==> config.mk <==
export PLATFORM = sky130hd
export DESIGN_NAME = penta_code_lock_flat
export DESIGN_NICKNAME = d
export VERILOG_FILES = /design/src/rtl/penta_code_lock_if.sv /design/src/rtl/penta_code_lock.sv /design/src/flat_wrapper.sv
export SDC_FILE = /design/constraint.sdc
export NUM_CORES = 1
export LEC_CHECK = 0
export CORE_MARGIN = 2
export CORE_UTILIZATION = 66
export DETAILED_ROUTE_END_ITERATION = 8
export DONT_BUFFER_PORTS = 1
export GPL_TIMING_DRIVEN = 1
export PLACE_DENSITY = 0.82
export SLEW_MARGIN = 5
export SYNTH_ARGS = -nofsm -noshare
export SYNTH_HDL_FRONTEND = slang
export SYNTH_SLANG_ARGS = --single-unit
==> constraint.sdc <==
create_clock -name sysclk -period 4.06 [get_ports sysclk]
set_input_delay 0.406 -clock sysclk [delete_from_list [all_inputs] [get_ports sysclk]]
set_output_delay 0.406 -clock sysclk [all_outputs]
set_load 0.01 [all_outputs]
==> src/rtl/penta_code_lock_if.sv <==
// rtl/penta_code_lock_if.sv - key/tick inputs and status outputs of the penta code lock
interface penta_code_lock_if;
    logic       tick;
    logic [4:0] key;
    logic       unlock;
    logic       alarm;
    logic       busy;
    logic [3:0] progress;
    logic       err_pulse;

    modport master (
        output tick, key,
        input  unlock, alarm, busy, progress, err_pulse
    );

    modport slave (
        input  tick, key,
        output unlock, alarm, busy, progress, err_pulse
    );
endinterface

==> src/rtl/penta_code_lock.sv <==
// rtl/penta_code_lock.sv - five-key code lock FSM; optional lockout via PENTA_LOCKOUT_EN
module penta_code_lock #(
    parameter int          CODE_LEN      = 4,
    parameter logic [23:0] CODE          = 24'h000819,
    parameter int          ENTRY_TIMEOUT = 8,
    parameter int          OPEN_TICKS    = 16,
    parameter int          MAX_FAIL      = 3,
    parameter int          LOCKOUT_TICKS = 32
) (
    input  logic               sysclk,
    input  logic               reset,
    penta_code_lock_if.slave   bus
);
    localparam logic [1:0] IDLE  = 2'd0;
    localparam logic [1:0] ENTRY = 2'd1;
    localparam logic [1:0] OPEN  = 2'd2;
`ifdef PENTA_LOCKOUT_EN
    localparam logic [1:0] LOCKOUT = 2'd3;
    localparam int FW = $clog2(MAX_FAIL + 1);
`endif
    // One shared tick counter serves every timed state, so size it for the sum.
    localparam int TW = $clog2(ENTRY_TIMEOUT + OPEN_TICKS + LOCKOUT_TICKS + 1);

    if (CODE_LEN < 1 || CODE_LEN > 8 || MAX_FAIL < 1 || ENTRY_TIMEOUT < 1 ||
        OPEN_TICKS < 1 || LOCKOUT_TICKS < 1) begin : g_bad_param
        $error("penta_code_lock: parameter out of range");
    end

    logic [1:0]    state_q, state_d;
    logic [3:0]    progress_q, progress_d;
    logic          mismatch_q, mismatch_d;
    logic [TW-1:0] tick_cnt_q, tick_cnt_d;
    logic          unlock_q, unlock_d;
    logic          busy_q, busy_d;
    logic          err_pulse_q, err_pulse_d;
`ifdef PENTA_LOCKOUT_EN
    logic [FW-1:0] fail_q, fail_d;
    logic          alarm_q, alarm_d;
`endif

    logic          key_ev, key_onehot, miss_acc;
    logic [2:0]    key_digit, exp_digit;
    logic [3:0]    prog_inc;
    logic [TW-1:0] tick_inc;

    always_comb begin
        key_ev     = |bus.key;
        key_onehot = key_ev && ((bus.key & (bus.key - 5'd1)) == 5'd0);
        key_digit  = 3'd0;
        for (int i = 0; i < 5; i++)
            if (bus.key[i]) key_digit = 3'(i);
        exp_digit = CODE[2:0];
        for (int i = 0; i < 8; i++)
            if (progress_q == 4'(i)) exp_digit = CODE[3*i +: 3];
        // Multi-hot presses still consume a slot but can never match.
        miss_acc = mismatch_q | !key_onehot | (key_digit != exp_digit);
        prog_inc = progress_q + 4'd1;
        tick_inc = tick_cnt_q + TW'(1);

        state_d     = state_q;
        progress_d  = progress_q;
        mismatch_d  = mismatch_q;
        tick_cnt_d  = tick_cnt_q;
        err_pulse_d = 1'b0;
`ifdef PENTA_LOCKOUT_EN
        fail_d      = fail_q;
`endif
        case (state_q)
            IDLE, ENTRY: begin
                if (key_ev) begin
                    state_d    = ENTRY;
                    progress_d = prog_inc;
                    mismatch_d = miss_acc;
                    tick_cnt_d = '0;
                    if (prog_inc == 4'(CODE_LEN)) begin
                        progress_d = 4'd0;
                        mismatch_d = 1'b0;
                        if (!miss_acc) begin
                            state_d = OPEN;
`ifdef PENTA_LOCKOUT_EN
                            fail_d  = '0;
`endif
                        end else begin
                            state_d     = IDLE;
                            err_pulse_d = 1'b1;
`ifdef PENTA_LOCKOUT_EN
                            fail_d = (fail_q == FW'(MAX_FAIL)) ? fail_q : fail_q + FW'(1);
                            if (fail_d == FW'(MAX_FAIL)) state_d = LOCKOUT;
`endif
                        end
                    end
                end else if (state_q == ENTRY && bus.tick) begin
                    tick_cnt_d = tick_inc;
                    if (tick_inc == TW'(ENTRY_TIMEOUT)) begin
                        state_d     = IDLE;
                        progress_d  = 4'd0;
                        mismatch_d  = 1'b0;
                        tick_cnt_d  = '0;
                        err_pulse_d = 1'b1;
                    end
                end
            end
            OPEN: begin
                progress_d = 4'd0;
                if (bus.tick) begin
                    tick_cnt_d = tick_inc;
                    if (tick_inc == TW'(OPEN_TICKS)) begin
                        state_d    = IDLE;
                        tick_cnt_d = '0;
                    end
                end
            end
`ifdef PENTA_LOCKOUT_EN
            LOCKOUT: begin
                progress_d = 4'd0;
                if (bus.tick) begin
                    tick_cnt_d = tick_inc;
                    if (tick_inc == TW'(LOCKOUT_TICKS)) begin
                        state_d    = IDLE;
                        tick_cnt_d = '0;
                        fail_d     = '0;
                    end
                end
            end
`endif
            default: begin
                state_d    = IDLE;
                progress_d = 4'd0;
                mismatch_d = 1'b0;
                tick_cnt_d = '0;
            end
        endcase

        unlock_d = (state_d == OPEN);
        busy_d   = (state_d != IDLE);
`ifdef PENTA_LOCKOUT_EN
        alarm_d  = (state_d == LOCKOUT);
`endif
    end

    always_ff @(posedge sysclk) begin
        if (reset) begin
            state_q     <= IDLE;
            progress_q  <= 4'd0;
            mismatch_q  <= 1'b0;
            tick_cnt_q  <= '0;
            unlock_q    <= 1'b0;
            busy_q      <= 1'b0;
            err_pulse_q <= 1'b0;
`ifdef PENTA_LOCKOUT_EN
            fail_q      <= '0;
            alarm_q     <= 1'b0;
`endif
        end else begin
            state_q     <= state_d;
            progress_q  <= progress_d;
            mismatch_q  <= mismatch_d;
            tick_cnt_q  <= tick_cnt_d;
            unlock_q    <= unlock_d;
            busy_q      <= busy_d;
            err_pulse_q <= err_pulse_d;
`ifdef PENTA_LOCKOUT_EN
            fail_q      <= fail_d;
            alarm_q     <= alarm_d;
`endif
        end
    end

    assign bus.unlock    = unlock_q;
    assign bus.busy      = busy_q;
    assign bus.progress  = progress_q;
    assign bus.err_pulse = err_pulse_q;
`ifdef PENTA_LOCKOUT_EN
    assign bus.alarm     = alarm_q;
`else
    assign bus.alarm     = 1'b0;
`endif
endmodule

==> src/flat_wrapper.sv <==
// flat-port wrapper written by rule: the top's interface ports become plain ports
module penta_code_lock_flat 
#(
    parameter int          CODE_LEN      = 4,
    parameter logic [23:0] CODE          = 24'h000819,
    parameter int          ENTRY_TIMEOUT = 8,
    parameter int          OPEN_TICKS    = 16,
    parameter int          MAX_FAIL      = 3,
    parameter int          LOCKOUT_TICKS = 32
)
  (sysclk, reset, bus_tick, bus_key, bus_unlock, bus_alarm, bus_busy, bus_progress, bus_err_pulse);
  penta_code_lock_if bus_i ();
  input  logic sysclk;
  input  logic reset;
  input wire logic [$bits(bus_i.tick)-1:0] bus_tick;
  input wire logic [$bits(bus_i.key)-1:0] bus_key;
  output wire logic [$bits(bus_i.unlock)-1:0] bus_unlock;
  output wire logic [$bits(bus_i.alarm)-1:0] bus_alarm;
  output wire logic [$bits(bus_i.busy)-1:0] bus_busy;
  output wire logic [$bits(bus_i.progress)-1:0] bus_progress;
  output wire logic [$bits(bus_i.err_pulse)-1:0] bus_err_pulse;
  assign bus_i.tick = bus_tick;
  assign bus_i.key = bus_key;
  assign bus_unlock = bus_i.unlock;
  assign bus_alarm = bus_i.alarm;
  assign bus_busy = bus_i.busy;
  assign bus_progress = bus_i.progress;
  assign bus_err_pulse = bus_i.err_pulse;
  penta_code_lock #(.CODE_LEN(CODE_LEN), .CODE(CODE), .ENTRY_TIMEOUT(ENTRY_TIMEOUT), .OPEN_TICKS(OPEN_TICKS), .MAX_FAIL(MAX_FAIL), .LOCKOUT_TICKS(LOCKOUT_TICKS)) u_core (.sysclk(sysclk), .reset(reset), .bus(bus_i));
endmodule
==> flow_summary.ini <==
[yosys]
synth-edff-count = 0
post_synth_xor_area_fraction_pct = 2.963
yosys_warnings = 0
synth.yosys.seq_area_share_pct = 27.09
syn_inst = 144
synthSimpleGateAreaFrac_pct = 29.21
ff_latch_count_synth = 16
leading_register_cell_type_out_of_synthesis = dfxtp_1
netlist-cell-type-count = 52
share_of_async_settable_or_async_resettable_flops_after_synthesis_pct = 0
netlist_area_sq_mm = 0.001182
synth.area.mux_share_pct = 2.646
syn_area_per_cell_sq_um = 8.211
net_count_of_the_mapped_netlist = 157
synth_compound_area_share_pct = 27.72
dominant_combinational_cell_family_by_area_after_synthesis = simple AND/OR/NAND/NOR gates
post_synth_adder_cell_area_pct = 5.291

[critical_path]
rrSetupSlack_ns = 1.97
critical_path_class = reg -> reg
worstSetupStartpointType = register
critical_path_arrival_ns = 2.27
setup.worst_path.end_class = register
critPathMaxFanout = 7
cp.required_ns = 4.25

[cells_and_area]
most-common-layout-cells = dfxtp_1 (16), o21ai_0 (12), nand2_1 (9), nor2_1 (9), nand3_1 (7)
register_area_sq_um = 320.3
antennaDiodeCount = 0
fillers = 145
layout_cells_excl_fill = 166
multi_input_comb_area_sq_um = 805.8
drive_gt1_share_pct = 9.929
flow.area_growth_from_synthesis_pct = 2.222
final_common_cell = dfxtp_1
layout.nets = 155

[run_status]
run_status = completed

[timing]
timing.final.crit_share_pct = 51.36
final.hold.worst_slack_ns = 0.1784
maximum_clock_skew_at_final_layout_ns = 0.003329
final_max_slew_viol_count = 0
slew-limit-headroom_pct = 52.65
final-hold-violation-count = 0
slew_at_the_pin_with_the_worst_max_slew_slack_ns = 0.7038
clock.fmax_mhz = 479.6
fin_setup_tns_ns = 0
total_setup_violations_reported_at_the_end_of_the_flow = 0
setup_repair_after_global_routing_missed_its_margin = no
layout_min_cycle_time_ns = 2.085
final.setup.worst_slack_ns = 1.975

[global_route]
number_of_global_route_vias_before_repair = 926
number_of_antenna_violations_at_the_first_check_in_global_routing = 0
globalRouteTotalUtil_pct = 28.43
grt_pass1_wl_mm = 4.264
gr-total-overflow = 0
grt_start_max_net_pins = 12

[floorplanning]
die_h_um = 46.33
ios = 16
die_footprint_sq_mm = 0.002146
core_area_sq_mm = 0.001708
std_cell_rows = 15
floorplan.die.width_um = 46.33
start_util_pct = 69.23

[detailed_routing]
route.vias.total = 1102
route.final.wire_length_mm = 2.657
avgRoutedWirePerCell_um = 16.01
antenna_violating_nets_post_route = 0
post-route-drc-count = 0
drt-initial-drc-count = 49
detail_route.vias_per_cell = 6.639
firstDrtPassIters = 4

[place]
worst_case_setup_slack_after_placement_ns = 1.990
gp_congestion = 0.9337
place_hpwl_mm = 2.024
number_of_instances_in_the_placed_design = 162
port_buffers = 0

[cts]
cts_buffer_depth = 2
tritoncts = yes
clock-sinks = 16
post-cts-setup-buffers = 0
cts-hold-fix-buffers = 0
clockRootBuffer = clkbuf_4
postCtsResizedCells = 0
clk-insertion-delay-late_ns = 0.29
clk_pin_slew_ns = 0.09
cts-htree-levels = 1
cts_inserted_buffers = 3

[job]
cap_viol_max_count = 0

[worst_hold_path]
worst_min_delay_path_class = in -> reg

[power]
power_leakage_uw = 0.0004513
power-per-cell-area_mw_per_mm2 = 260.7
post-layout-total-power_uw = 315.1
peakVddDrop_v = 0.0002262
synth_stat cells, drive strengths merged, types with 2 or more instances:
cell	instances	area (sq um)
nand3	7	35.03
buf	6	37.53
nor2b	2	12.51
o21a	2	15.01
a21o	2	15.01
a22o	2	17.52
nor3	6	41.29
a31oi	3	18.77
mux2i	2	20.02
dfxtp	16	320.3
o211ai	3	27.52
nand2b	3	21.27
o211a	2	20.02
inv	4	15.01
xnor2	2	17.52
and2	4	26.28
nor2	9	33.78
nor4	3	18.77
a32o	2	20.02
nand4b	2	17.52
ha	5	62.56
nand3b	2	15.01
a21oi	5	25.02
o22ai	2	12.51
xor2	2	17.52
nand2	10	40.04
and3	2	12.51
nor3b	2	26.28
o21ai	12	60.06
nand4	3	18.77
a31o	3	26.28
layout make-up:
cell class              count  area share, %
clock buffers               4          3.002
multi-input cells         117          66.67
flip-flops and latches     16          26.50
well taps                  25          2.588
inverters                   4          1.242
power by group:
part | switching (uW) | internal (uW)
sequential | 8.53 | 162
combinational | 22.2 | 19.6
clock | 47.9 | 54.7
worst paths after layout:
kind | from | end | cells after the start
worst max-delay path | u_core.bus.progress[0]$_SDFFE_PP0P_ | u_core.bus.busy$_SDFF_PP0_ | 6
worst min register to register | u_core.tick_cnt_q[0]$_SDFFE_PP0P_ | u_core.tick_cnt_q[0]$_SDFFE_PP0P_ | 2
worst min-delay path | reset | u_core.tick_cnt_q[0]$_SDFFE_PP0P_ | 1
worst max register to register | u_core.bus.progress[0]$_SDFFE_PP0P_ | u_core.bus.busy$_SDFF_PP0_ | 6
per-layer routing:
layer	vias up	global-route usage, %	wire length (um)
met2	43	42.50	1184
met5	-	0	0
li1	545	-	-
met4	0	7.429	53
met1	504	38.81	1212
met3	10	9.804	206
stage by stage:
step	instance area, sq um	utilization [%]
floorplan	1182	-
global placement	1172	68.64
detailed placement	1172	68.64
CTS	1209	70.77
global route	1209	70.77
finish	1209	70.77
worst max-delay path, cell delays in order (launching register included):
cell and delay (ns):
dfxtp_1 0.49, ha_1 0.34, nor3b_4 0.34, or4b_1 0.17, o211ai_2 0.12, a31o_2 0.26
a311o_1 0.26
sequential cells by signal, summed over array words and instances, names as in the netlist:
name	flops
u_core.bus.err_pulse	1
u_core.bus.busy	1
u_core.tick_cnt_q	6
u_core.bus.unlock	1
u_core.state_q	2
u_core.bus.progress	4
u_core.mismatch_q	1
kinds of logic after synthesis:
family,count (synthesis)
AO/OA/AOI/OAI,46
XOR/XNOR,4
adder cells (fa/ha/maj),5
buffers and inverters,11
flip-flops,16
multiplexers,3
other,1
AND/OR/NAND/NOR,58
Power figures use the tool's default switching activity.
